**config.mk**
```make
export PLATFORM = sky130hd
export DESIGN_NAME = stage_mem
export DESIGN_NICKNAME = d
export VERILOG_FILES = /design/src/rtl/stage_mem_pkg.sv /design/src/rtl/stage_mem.sv
export SDC_FILE = /design/constraint.sdc
export NUM_CORES = 1
export LEC_CHECK = 0
export CAP_MARGIN = 20
export CORE_AREA = 2 2 183 185
export CTS_CLUSTER_SIZE = 20
export DETAILED_ROUTE_END_ITERATION = 8
export DIE_AREA = 0 0 185 187
export PLACE_DENSITY_LB_ADDON = 0.05
export SYNTH_ARGS = -nofsm -noshare
export SYNTH_HDL_FRONTEND = slang
export SYNTH_SLANG_ARGS = --single-unit
```
**constraint.sdc**
```tcl
create_clock -name clk -period 2 [get_ports clk]
set_clock_uncertainty 0.15 [all_clocks]
set_input_delay 0.6 -clock clk [delete_from_list [all_inputs] [get_ports clk]]
set_output_delay 0.6 -clock clk [all_outputs]
set_load 0.005 [all_outputs]
```
**src/rtl/stage_mem_pkg.sv**
```systemverilog
// Shared pipeline definitions: ALU opcodes plus the MEM-stage state encoding
// and the word-alignment mask used to reject misaligned data accesses.
package stage_mem_pkg;

  typedef enum logic [3:0] {
    ALU_ADD = 4'd0,
    ALU_SUB = 4'd1,
    ALU_AND = 4'd2,
    ALU_OR  = 4'd3,
    ALU_XOR = 4'd4,
    ALU_SLT = 4'd5,
    ALU_SLL = 4'd6,
    ALU_SRL = 4'd7
  } alu_op_e;

  typedef enum logic {
    ST_IDLE   = 1'b0,
    ST_ACCESS = 1'b1
  } mem_state_e;

  localparam logic [31:0] ALIGN_MASK = 32'h0000_0003;
  localparam int          WAIT_W     = 8;

endpackage

```
**src/rtl/stage_mem.sv**
```systemverilog
// MEM pipeline stage: passes ALU results through in one cycle, or runs one
// word access against data memory with a bounded wait before handing to WB.
module stage_mem
  import stage_mem_pkg::*;
#(
  parameter int TIMEOUT = 255
) (
  input  logic        clk,
  input  logic        rst_n,
  input  logic        in_valid,
  input  logic [31:0] in_inst,
  input  logic [31:0] in_newpc,
  input  logic [31:0] in_aluout,
  input  logic [31:0] in_regb,
  input  logic        in_cond,
  input  logic        cs_memread,
  input  logic        cs_memwrite,
  input  logic        cs_branch,
  output logic        stall,
  output logic        mem_req,
  output logic        mem_we,
  output logic [31:0] mem_addr,
  output logic [31:0] mem_wdata,
  input  logic [31:0] mem_rdata,
  input  logic        mem_ack,
  output logic        out_valid,
  output logic [31:0] out_inst,
  output logic [31:0] out_aluout,
  output logic [31:0] out_lmd,
  output logic        br_taken,
  output logic [31:0] br_target,
  output logic        mem_err
);

  localparam logic [WAIT_W-1:0] WAIT_LIMIT = WAIT_W'(TIMEOUT);

  mem_state_e        state_q, state_d;
  logic [WAIT_W-1:0] wait_q, wait_d;
  logic [31:0]       inst_q, addr_q, wdata_q;
  logic              we_q, br_q;

  logic mem_op, misaligned;
  logic pass_thru, reject, start, done_ok, done_to;

  // The PC+4 value is not needed past EX in this stage.
  logic unused_newpc;
  assign unused_newpc = ^in_newpc;

  assign mem_op     = cs_memread | cs_memwrite;
  assign misaligned = |(in_aluout & ALIGN_MASK);

  assign stall     = (state_q == ST_ACCESS);
  assign mem_req   = stall;
  assign mem_we    = stall & we_q;
  assign mem_addr  = stall ? addr_q  : 32'd0;
  assign mem_wdata = stall ? wdata_q : 32'd0;

  always_ff @(posedge clk or negedge rst_n) begin
    if (!rst_n) begin
      state_q <= ST_IDLE;
      wait_q  <= '0;
    end else begin
      state_q <= state_d;
      wait_q  <= wait_d;
    end
  end

  // Ack wins over the wait limit when both land in the same cycle.
  always_comb begin
    state_d   = state_q;
    wait_d    = wait_q;
    pass_thru = 1'b0;
    reject    = 1'b0;
    start     = 1'b0;
    done_ok   = 1'b0;
    done_to   = 1'b0;
    case (state_q)
      ST_IDLE: begin
        if (in_valid) begin
          if (!mem_op) begin
            pass_thru = 1'b1;
          end else if (misaligned) begin
            reject = 1'b1;
          end else begin
            start   = 1'b1;
            state_d = ST_ACCESS;
            wait_d  = '0;
          end
        end
      end
      ST_ACCESS: begin
        if (mem_ack) begin
          done_ok = 1'b1;
          state_d = ST_IDLE;
        end else if (wait_q + 1'b1 == WAIT_LIMIT) begin
          done_to = 1'b1;
          state_d = ST_IDLE;
        end else begin
          wait_d = wait_q + 1'b1;
        end
      end
      default: state_d = ST_IDLE;
    endcase
  end

  always_ff @(posedge clk or negedge rst_n) begin
    if (!rst_n) begin
      inst_q     <= '0;
      addr_q     <= '0;
      wdata_q    <= '0;
      we_q       <= 1'b0;
      br_q       <= 1'b0;
      out_valid  <= 1'b0;
      out_inst   <= '0;
      out_aluout <= '0;
      out_lmd    <= '0;
      br_taken   <= 1'b0;
      br_target  <= '0;
      mem_err    <= 1'b0;
    end else begin
      out_valid <= 1'b0;
      br_taken  <= 1'b0;
      mem_err   <= 1'b0;
      if (pass_thru || reject) begin
        out_valid  <= 1'b1;
        out_inst   <= in_inst;
        out_aluout <= in_aluout;
        out_lmd    <= '0;
        mem_err    <= reject;
        br_taken   <= cs_branch & in_cond;
        if (cs_branch && in_cond) br_target <= in_aluout;
      end
      if (start) begin
        inst_q  <= in_inst;
        addr_q  <= in_aluout;
        wdata_q <= in_regb;
        we_q    <= cs_memwrite;
        br_q    <= cs_branch & in_cond;
      end
      // Stores and timed-out accesses report a zero load value.
      if (done_ok || done_to) begin
        out_valid  <= 1'b1;
        out_inst   <= inst_q;
        out_aluout <= addr_q;
        out_lmd    <= (done_ok && !we_q) ? mem_rdata : 32'd0;
        mem_err    <= done_to;
        br_taken   <= br_q;
        if (br_q) br_target <= addr_q;
      end
    end
  end

endmodule

```
==> report_table.html <==
<table>
<tr><th>Metric</th><th>Value</th></tr>
<tr><th colspan="2">Run status</th></tr>
<tr><td>Run status</td><td>finished, violations left</td></tr>
<tr><td>Violated checks</td><td>setup timing</td></tr>
<tr><th colspan="2">Timing</th></tr>
<tr><td>Achievable frequency</td><td>0.402 GHz</td></tr>
<tr><td>Unrepaired setup endpoints after global routing</td><td>true</td></tr>
<tr><td>Final Setup Violations</td><td>301</td></tr>
<tr><td>Sum of negative setup slack</td><td>-77.75 ns</td></tr>
<tr><td>Part of the cycle the worst path needs</td><td>124%</td></tr>
<tr><td>Measured slew at the worst slew-check pin</td><td>0.410 ns</td></tr>
<tr><td>Max-slew violation count</td><td>0</td></tr>
<tr><td>Minimum clock period</td><td>2.49 ns</td></tr>
<tr><td>Final count of hold timing violations</td><td>0</td></tr>
<tr><td>Worst setup margin</td><td>-0.489 ns</td></tr>
<tr><td>Relative slew slack</td><td>72.6%</td></tr>
<tr><th colspan="2">Power</th></tr>
<tr><td>Clock group share of total power</td><td>31.3%</td></tr>
<tr><td>Peak ir drop on the vdd network</td><td>0.000689 V</td></tr>
<tr><td>Total design power</td><td>15.9 mW</td></tr>
<tr><td>Design internal power</td><td>11.6 mW</td></tr>
<tr><td>Switching Fraction</td><td>26.8%</td></tr>
<tr><td>Portion of total power attributed to combinational logic</td><td>28.2%</td></tr>
<tr><td>Switching power</td><td>4.27 mW</td></tr>
<tr><td>Pleak</td><td>10.1 nW</td></tr>
<tr><td>Sequential fraction of design power</td><td>40.5%</td></tr>
<tr><td>Total power divided by cell area</td><td>860 nW/um2</td></tr>
<tr><th colspan="2">Global routing</th></tr>
<tr><td>Largest net degree at the start of global routing</td><td>51</td></tr>
<tr><td>Antenna violations before repair</td><td>0</td></tr>
<tr><td>Via count of the first global-routing pass</td><td>8699</td></tr>
<tr><td>GRT Overall Usage</td><td>18.9%</td></tr>
<tr><td>Overall overflow remaining after global route</td><td>0</td></tr>
<tr><td>Wire length of the first global-routing pass</td><td>51200 um</td></tr>
<tr><th colspan="2">CTS</th></tr>
<tr><td>Maximum level of the CTS H-tree</td><td>1</td></tr>
<tr><td>Clock tree buffer depth</td><td>3</td></tr>
<tr><td>Clock sink count</td><td>238</td></tr>
<tr><td>Clock Latency Late Sink</td><td>0.54 ns</td></tr>
<tr><td>CTS tree</td><td>built</td></tr>
<tr><td>CTS buffer count</td><td>29</td></tr>
<tr><td>CTS clock-pin slew for the worst setup and hold paths</td><td>0.05 ns</td></tr>
<tr><td>Root Buffer Master</td><td>clkbuf_16</td></tr>
<tr><th colspan="2">Floorplanning</th></tr>
<tr><td>I/O pin count</td><td>366</td></tr>
<tr><td>Die Height</td><td>187 um</td></tr>
<tr><td>Chip Width</td><td>185 um</td></tr>
<tr><td>Die area</td><td>34600 um2</td></tr>
<tr><td>Starting utilization of the core area</td><td>32.2%</td></tr>
<tr><td>Count of standard-cell rows</td><td>67</td></tr>
<tr><td>Core region area</td><td>32900 um2</td></tr>
<tr><th colspan="2">Critical path</th></tr>
<tr><td>Highest fanout seen on the critical path</td><td>6</td></tr>
<tr><td>Critical path arrival</td><td>1.74 ns</td></tr>
<tr><td>Type of the worst setup path</td><td>flop to output pin</td></tr>
<tr><td>Element type at the critical path start</td><td>flop</td></tr>
<tr><td>Category of the worst setup path capture point</td><td>output pin</td></tr>
<tr><td>Required time worst endpoint</td><td>1.25 ns</td></tr>
<tr><th colspan="2">Drt</th></tr>
<tr><td>Vias</td><td>8661</td></tr>
<tr><td>Drt wl/cell</td><td>21.1 um</td></tr>
<tr><td>Iteration-0 DRC Markers</td><td>341</td></tr>
<tr><td>Number of nets still failing antenna checks after routing</td><td>0</td></tr>
<tr><td>Drt total wl</td><td>39400 um</td></tr>
<tr><td>Total iterations of the first detailed-routing run</td><td>5</td></tr>
<tr><td>Remaining DRCs</td><td>0</td></tr>
<tr><td>Via density per instance</td><td>4.63</td></tr>
<tr><th colspan="2">Logic synthesis</th></tr>
<tr><td>Syn_nets</td><td>1106</td></tr>
<tr><td>Per-instance average area after synthesis</td><td>11.3 um2</td></tr>
<tr><td>Total standard cell area after synthesis</td><td>10600 um2</td></tr>
<tr><td>Count of unique library cells instantiated by Yosys</td><td>38</td></tr>
<tr><td>Part of the Yosys area used for sequential elements</td><td>56.3%</td></tr>
<tr><td>Main area contributors after synthesis</td><td>dfrtp_1 56%, mux2_2 20%, nand2_1 10%, and2_1 4.0%, a22o_1 2.8%</td></tr>
<tr><td>Count of mapped cells out of synthesis</td><td>936</td></tr>
<tr><td>Dominant cell type by area after synthesis</td><td>dfrtp_1</td></tr>
<tr><td>Flops &amp; latches, synth</td><td>238</td></tr>
<tr><td>Synthesis warning total</td><td>0</td></tr>
<tr><td>Portion of synthesized cell area occupied by the leading cell type</td><td>56.3%</td></tr>
<tr><th colspan="2">Place</th></tr>
<tr><td>Port bufs</td><td>333</td></tr>
<tr><td>Final RePlAce weighted congestion</td><td>0.723</td></tr>
<tr><td>DP Wirelength</td><td>21200 um</td></tr>
<tr><th colspan="2">Finish</th></tr>
<tr><td>Area growth from synthesis to layout</td><td>74.7%</td></tr>
<tr><td>Net count of the finished layout</td><td>1575</td></tr>
<tr><td>Fraction of layout instances using a drive strength above 1</td><td>39.8%</td></tr>
<tr><td>Number of antenna diodes</td><td>0</td></tr>
<tr><th colspan="2">Run</th></tr>
<tr><td>Max-cap viol count</td><td>0</td></tr>
<tr><th colspan="2">Min path</th></tr>
<tr><td>Worst Hold Class</td><td>input port to flop</td></tr>
</table>
-- Yosys cell counts --
master / count
a211o_2: 1
a211oi_2: 1
a21boi_0: 1
a21oi_1: 3
a22o_1: 34
and2_1: 67
and3_2: 2
and3b_2: 1
and4_2: 1
buf_1: 3
buf_2: 13
buf_4: 1
buf_6: 6
clkbuf_1: 32
dfrtp_1: 238
ha_1: 2
inv_1: 8
mux2_2: 190
mux2i_1: 2
nand2_1: 294
nand2b_1: 2
nand3_1: 3
nand4_1: 2
nor2_1: 3
nor2b_1: 3
nor4_1: 1
o211ai_1: 2
o211ai_2: 1
o21ai_0: 7
o21ai_2: 1
o221ai_1: 1
o22ai_1: 2
o2bb2ai_1: 1
o31ai_1: 1
or4_1: 1
or4_2: 1
xnor2_1: 2
xor2_1: 2
-- layout by cell type, fill, tap and decap left out, drive strengths merged --
cell           netlist  final
a211o                1      1
a211oi               1      1
a21boi               1      1
a21oi                3      3
a22o                34     34
and2                67     67
and3                 2      2
and3b                1      1
and4                 1      1
buf                 23    189
clkbuf              32     84
clkdlybuf4s15        0      3
clkdlybuf4s50        0    132
clkinv               0      3
dfrtp              238    238
dlygate4sd3          0      1
dlymetal6s2s         0    131
ha                   2      2
inv                  8      8
mux2               190    190
mux2i                2      2
nand2              294    294
nand2b               2      2
nand3                3      3
nand4                2      2
nor2                 3      3
nor2b                3      3
nor4                 1      1
o211ai               3      3
o21ai                8      8
o221ai               1      1
o22ai                2      2
o2bb2ai              1      1
o31ai                1      1
or4                  2      2
xnor2                2      2
xor2                 2      2
-- stage by stage --
stage	std cells	hold slack (ns)	area [um2]	setup slack, ns	utilization (%)
3_5_place_dp	1723	0.305	15000	-0.779	45.6
3_3_place_gp	1723	0.301	15000	-0.764	45.6
6_report	1872	0.223	18500	-0.489	56.2
5_1_grt	1872	0.225	18500	-0.537	56.2
4_1_cts	1807	0.321	16500	-0.646	50.2
2_1_floorplan	936	0.154	10700	-0.145	-
-- sequential cells by signal, summed over array words and instances (netlist names) --
signal,flops
mem_req,1
mem_err,1
br_q,1
out_lmd,32
br_target,32
out_inst,32
out_valid,1
inst_q,32
br_taken,1
we_q,1
addr_q,32
wdata_q,32
out_aluout,32
wait_q,8
-- cell families after synthesis --
family	Yosys count	share of synthesized area, %
AOI/OAI and AO/OA	56	4.27
adders and majority gates	2	0.237
muxes	192	20.4
and+or+nand+nor	381	15.6
xor gates and xnor gates	4	0.331
DFF	238	56.3
buffers and inverters	63	2.85
-- what timing repair did --
action / CTS / global route
gates cloned: 8 / 41
endpoints found under the hold margin: 34 / 0
buffers inserted: 25 / 29
endpoints found under the setup margin: 337 / 434
resized for setup: 332 / 334
hold buffers: 1 / 0
pin swaps: 10 / 31
-- per-layer routing --
metal  vias up  wire (um)  GRT usage (%)
met2       257      18600           31.6
met1      4276      17500           24.6
met4         0        694           3.57
met5         -          0              0
met3        49       2670           5.41
li1       4079          -              -
-- path summary, 6_finish.rpt --
check                      slack, ns                         end  cells past startpoint                   start
setup / recovery               -0.49               mem_wdata[16]                      6       mem_req$_DFF_PN0_
setup reg to reg               -0.41  out_aluout[27]$_DFFE_PN0P_                     10   wait_q[0]$_DFFE_PN0P_
min in group asynchronous       0.41     wdata_q[27]$_DFFE_PN0P_                      2                   rst_n
max in group asynchronous       0.70           mem_req$_DFF_PN0_                      3                   rst_n
hold reg to reg                 0.32      inst_q[13]$_DFFE_PN0P_                      2  inst_q[13]$_DFFE_PN0P_
hold / removal                  0.22            we_q$_DFFE_PN0P_                      3             cs_memwrite
-- power groups by stage --
stage	clock network, mW	logic, mW	registers (mW)
floorplan	0	1.58	6.40
global placement	0	3.77	6.47
detailed placement	0	3.82	6.50
CTS	5.12	4.05	6.43
global route	5.33	4.83	6.58
finish	4.97	4.49	6.44
-- worst max-delay path, cell delays in order, from the launching register on --
cell and delay [ns]:
dfrtp_2 0.42, buf_12 0.15, buf_12 0.14, buf_16 0.14, buf_12 0.12, and2_4 0.13
buf_6 0.10
-- cell type report --
type | count | area (um2)
clock buffer | 47 | 873
sequential | 238 | 5960
fill | 2829 | 14400
tap | 448 | 561
inverter | 8 | 35.0
clock inverter | 3 | 15.0
multi-input combinational | 635 | 4910
timing repair buffer | 493 | 6120
Power figures use the tool's default switching activity.
